--- src/rtl/mem_arbiter.sv ---
// Two-port arbiter in front of the memory controller: grant, one-cycle command, wait on BUSY, ack.
// Define MEM_ARBITER_ROUND_ROBIN_EN to swap fixed port-0 priority for round-robin on contention.
module mem_arbiter #(
    parameter int ADDRESS_BITS   = 16,
    parameter int BITS           = 16,
    parameter int TIMEOUT_CYCLES = 255
) (
    input  logic                    CLK,
    input  logic                    RSTb,
    input  logic                    req0,
    input  logic                    wr0,
    input  logic [ADDRESS_BITS-1:0] addr0,
    input  logic [BITS-1:0]         wdata0,
    output logic                    ack0,
    input  logic                    req1,
    input  logic                    wr1,
    input  logic [ADDRESS_BITS-1:0] addr1,
    input  logic [BITS-1:0]         wdata1,
    output logic                    ack1,
    output logic [BITS-1:0]         rdata,
    output logic                    timeout,
    output logic                    grant,
    output logic [ADDRESS_BITS-1:0] memoryAddr,
    output logic [BITS-1:0]         memoryOut,
    input  logic [BITS-1:0]         memoryIn,
    output logic                    mem_RD,
    output logic                    mem_WR,
    input  logic                    BUSY
);

    localparam logic [1:0] IDLE  = 2'd0;
    localparam logic [1:0] ISSUE = 2'd1;
    localparam logic [1:0] WAIT  = 2'd2;
    localparam logic [1:0] DONE  = 2'd3;

    localparam int WD_BITS     = (TIMEOUT_CYCLES > 0) ? $clog2(TIMEOUT_CYCLES + 1) : 1;
    localparam int WD_LAST_INT = (TIMEOUT_CYCLES > 0) ? TIMEOUT_CYCLES - 1 : 0;
    localparam logic [WD_BITS-1:0] WD_LAST = WD_BITS'(WD_LAST_INT);

    logic [1:0]         state;
    logic [WD_BITS-1:0] wdCount;
    logic               isWrite;
    logic               pick;
    logic               selWr;
    logic [ADDRESS_BITS-1:0] selAddr;
    logic [BITS-1:0]    selData;

`ifdef MEM_ARBITER_ROUND_ROBIN_EN
    // Port of the last completed transaction; resets to 1 so the first contended grant is port 0.
    logic lastDone;

    always_comb begin
        pick = 1'b0;
        if (req0 && req1) begin
            pick = ~lastDone;
        end else begin
            pick = req1;
        end
    end
`else
    always_comb begin
        pick = ~req0;
    end
`endif

    always_comb begin
        selWr   = pick ? wr1    : wr0;
        selAddr = pick ? addr1  : addr0;
        selData = pick ? wdata1 : wdata0;
    end

    // Requester inputs are only sampled in IDLE; everything after that runs off the registered copy.
    always_ff @(posedge CLK) begin
        if (!RSTb) begin
            state      <= IDLE;
            wdCount    <= '0;
            isWrite    <= 1'b0;
            grant      <= 1'b0;
            ack0       <= 1'b0;
            ack1       <= 1'b0;
            timeout    <= 1'b0;
            mem_RD     <= 1'b0;
            mem_WR     <= 1'b0;
            memoryAddr <= '0;
            memoryOut  <= '0;
            rdata      <= '0;
`ifdef MEM_ARBITER_ROUND_ROBIN_EN
            lastDone   <= 1'b1;
`endif
        end else begin
            case (state)
                IDLE: begin
                    if (req0 || req1) begin
                        grant      <= pick;
                        isWrite    <= selWr;
                        memoryAddr <= selAddr;
                        memoryOut  <= selData;
                        mem_RD     <= ~selWr;
                        mem_WR     <= selWr;
                        state      <= ISSUE;
                    end
                end
                ISSUE: begin
                    mem_RD <= 1'b0;
                    mem_WR <= 1'b0;
                    state  <= WAIT;
                end
                WAIT: begin
                    if (!BUSY) begin
                        if (!isWrite) begin
                            rdata <= memoryIn;
                        end
                        ack0  <= ~grant;
                        ack1  <= grant;
                        state <= DONE;
                    end else if (TIMEOUT_CYCLES != 0 && wdCount == WD_LAST) begin
                        timeout <= 1'b1;
                        ack0    <= ~grant;
                        ack1    <= grant;
                        state   <= DONE;
                    end else begin
                        wdCount <= wdCount + 1'b1;
                    end
                end
                DONE: begin
                    ack0    <= 1'b0;
                    ack1    <= 1'b0;
                    timeout <= 1'b0;
                    wdCount <= '0;
`ifdef MEM_ARBITER_ROUND_ROBIN_EN
                    lastDone <= grant;
`endif
                    state   <= IDLE;
                end
                default: begin
                    state <= IDLE;
                end
            endcase
        end
    end

endmodule
--- config.mk ---
export PLATFORM = sky130hd
export DESIGN_NAME = mem_arbiter
export DESIGN_NICKNAME = d
export VERILOG_FILES = /design/src/rtl/mem_arbiter.sv
export SDC_FILE = /design/constraint.sdc
export NUM_CORES = 1
export LEC_CHECK = 0
export BUFFER_PORTS_ARGS = -buffer_cell sky130_fd_sc_hd__buf_2
export CORE_MARGIN = 1.5
export CORE_UTILIZATION = 42
export DETAILED_ROUTE_END_ITERATION = 10
export PLACE_DENSITY_LB_ADDON = 0.05
export SETUP_SLACK_MARGIN = 0.2
export SLEW_MARGIN = 0
export SYNTH_ARGS = -nofsm -noshare
export SYNTH_HDL_FRONTEND = slang
export SYNTH_SLANG_ARGS = --single-unit
--- constraint.sdc ---
create_clock -name CLK -period 2.1 [get_ports CLK]
set_clock_uncertainty 0.2 [all_clocks]
set_input_delay 0.525 -clock CLK [delete_from_list [all_inputs] [get_ports CLK]]
set_output_delay 0.525 -clock CLK [all_outputs]
set_load 0.005 [all_outputs]
==> impl_metrics.yaml <==
yosys:
  async_reset_ff_share_pct: 0
  ys_types: 45
  syn_avg_cell_area_sq_um: 9.20
  synthCells: 320
  synthMostInstantiatedCell: "dfxtp_1"
  synth_top_area_share_pct: 44.2
  syn-cell-area_sq_um: 2950
  synth-main-ff-cell: "dfxtp_1"
  ys_seq_area_share_pct: 44.2
  synth_seq_cells: 65
  ys_top_cells_by_area: "dfxtp_1 (44%), mux2i_1 (12%), a211oi_1 (8.7%)"
  syn_nets: 414
  yosys.area.top_type: "dfxtp_1"
  synth_common_cells: "dfxtp_1 (65), nor2_1 (42), nand2_1 (37), a211oi_1 (34), mux2i_1 (34)"
  ys_warn_count: 0
  synth_edf_count: 0
finish:
  synthToLayoutAreaGrowth_pct: 34.9
  drive_gt1_share_pct: 39.1
  fin_util_pct: 58.5
  layout.cells.non_filler: 559
  regArea_sq_um: 1300
  num_antenna_cells: 0
  multi_input_area_sq_um: 1530
  layout.nets: 552
  fill_cells: 618
power:
  p_comb_share_pct: 36.4
  powerDensity_nw_per_um2: 1040
  p_clk_share_pct: 23.2
  p_seq_share_pct: 40.3
  p_switching_mw: 1.43
  sw_frac_of_total_pct: 34.7
  ir_drop_mv: 0.524
  intPower_mw: 2.70
  static-leakage-power_nw: 1.93
clocking:
  post-cts-setup-buffers: 0
  cts_buffers: 9
  cts-root-buf: "clkbuf_8"
  h-tree-depth: 3
  path_clk_slew_ps: 70
  cts.path.max_buffers: 2
  cts_tree: "done"
  cts.sinks: 65
  postCtsHoldBufs: 0
  clock_latency_ps: 330
routing:
  ant_nets: 0
  wl_per_cell_microns: 12.9
  drtPass1Iterations: 4
  avgViaCountPerCell: 4.89
  vias: 2734
  drt_iter0_drc: 107
  drc: 0
  routed_wl_microns: 7220
floorplanning:
  dieArea_sq_um: 7520
  rows: 30
  start_util_pct: 43.4
  ios: 141
  die_h_microns: 86.7
  fp.dieW_microns: 86.7
  coreArea_sq_um: 6790
sta:
  drv_slew: 0
  final.period_utilization_pct: 84.3
  setup_viol: 0
  hold_ws_ps: 222
  worst_pin_slew_ps: 359
  final.setup.tns_ps: 0
  slew-limit-headroom_pct: 76.0
  finalHoldViolCount: 0
  period_minus_slack_ps: 1770
  rsz0062_at_grt: "yes"
  max_freq_mhz: 565
run_status:
  status: "completed"
global_route:
  grtUsageMet1_pct: 24.5
  grt_pass1_wl_microns: 11100
  gr-usage-met3_pct: 4.86
  grt_max_degree: 65
  grt-ovfl-total: 0
  antenna_found_initial: 0
  grt_usage_pct: 18.8
  grt.busiest_layer: "met2"
  met2_usage_pct: 29.4
  grt_pass1_vias: 2337
setup_path:
  worstPathRequired_ps: 2150
  critical_path.max_fanout: 32
  worstSetupEndpointType: "register"
  worst_ep_arrival_time_ps: 1820
  start_kind: "register"
  critPathKind: "reg -> reg"
place:
  dpl.hpwl_microns: 5130
  dp_cells: 542
  gp_congestion: 0.816
  port-buffer-count: 140
flow_run:
  cap_violations: 0
hold_path:
  hold_class: "in -> reg"
## what timing repair did
action                     4_1_cts  5_1_grt
gates cloned                     0        1
gates resized for setup          3        6
setup endpoints to repair       24       56
## stage by stage
stage / worst slack, ps / total power [mW] / cell area, sq um
2_1_floorplan: 286 / 2.58 / 2950
3_3_place_gp: 185 / 3.06 / 3740
3_5_place_dp: 111 / 3.09 / 3740
4_1_cts: 185 / 4.07 / 3940
5_1_grt: 206 / 4.42 / 3970
6_report: 329 / 4.13 / 3970
## placed cells by master, fill, tap and decap left out, drive strengths merged, types with 2 or more instances in the layout
| master | count |
|---|---|
| nand3 | 5 |
| a211oi | 34 |
| and3 | 2 |
| nand4 | 3 |
| o21a | 3 |
| nor2 | 42 |
| nand2b | 3 |
| dfxtp | 65 |
| clkinv | 3 |
| nor4 | 3 |
| nand2 | 37 |
| inv | 5 |
| nor3 | 4 |
| a211o | 3 |
| ha | 7 |
| mux2i | 34 |
| o21ai | 4 |
| a32o | 2 |
| clkbuf | 12 |
| clkinvlp | 2 |
| a21oi | 20 |
| buf | 150 |
| o211a | 3 |
| nor3b | 2 |
## power by group through the flow
stage                     clock [mW]  combinational, mW  sequential (mW)
after detailed placement           0               1.41             1.68
after floorplan                    0              0.872             1.71
after global routing            1.04               1.68             1.70
final                          0.959               1.51             1.67
after CTS                      0.983               1.43             1.67
after global placement             0               1.38             1.68
## routing by layer
layer	vias up	share of wire [%]	routed length (microns)
li1	1423	-	-
met1	1216	45	3290
met2	85	48	3450
met3	10	5.4	393
met4	0	1.3	97
met5	-	0	0
## area by class of cell
| class | instances | area share (%) |
|---|---|---|
| Sequential cell | 65 | 32.7 |
| Inverter | 5 | 0.472 |
| Multi-Input combinational cell | 226 | 38.4 |
| Timing Repair Buffer | 151 | 20.8 |
| Tap cell | 96 | 3.02 |
| Clock buffer | 11 | 3.81 |
| Clock inverter | 5 | 0.756 |
## critical path, cell delays in order, from the launching register on
cell and delay (ps):
dfxtp_1 360, inv_1 120, ha_2 250, o21a_2 260
buf_12 220, nor2_1 60, a211oi_1 210
## registers in the layout, indices dropped and copies added (netlist names)
name,flops
state,2
isWrite,1
wdCount,8
mem_WR,1
mem_RD,1
ack0,1
memoryOut,16
timeout,1
rdata,16
memoryAddr,16
ack1,1
grant,1
## path summary, 6_finish.rpt
path | start | slack, ps | to | cells after the start
min | memoryIn[0] | 220 | rdata[0] | 3
max reg2reg | state[1] | 330 | memoryOut[10] | 6
min reg2reg | rdata[0] | 250 | rdata[0] | 2
max | state[1] | 330 | memoryOut[10] | 6
## cell families (layout without fill, tap and decap cells)
| logic type | after synthesis | in the layout | share of synthesized area [%] |
|---|---|---|---|
| compound gates | 78 | 78 | 18.9 |
| fa+ha+maj | 7 | 7 | 2.97 |
| buf+inv | 29 | 172 | 4.93 |
| flops | 65 | 65 | 44.2 |
| mux | 34 | 34 | 11.6 |
| simple gates | 107 | 107 | 17.4 |
Note: power is estimated with default switching activity, not from simulation.
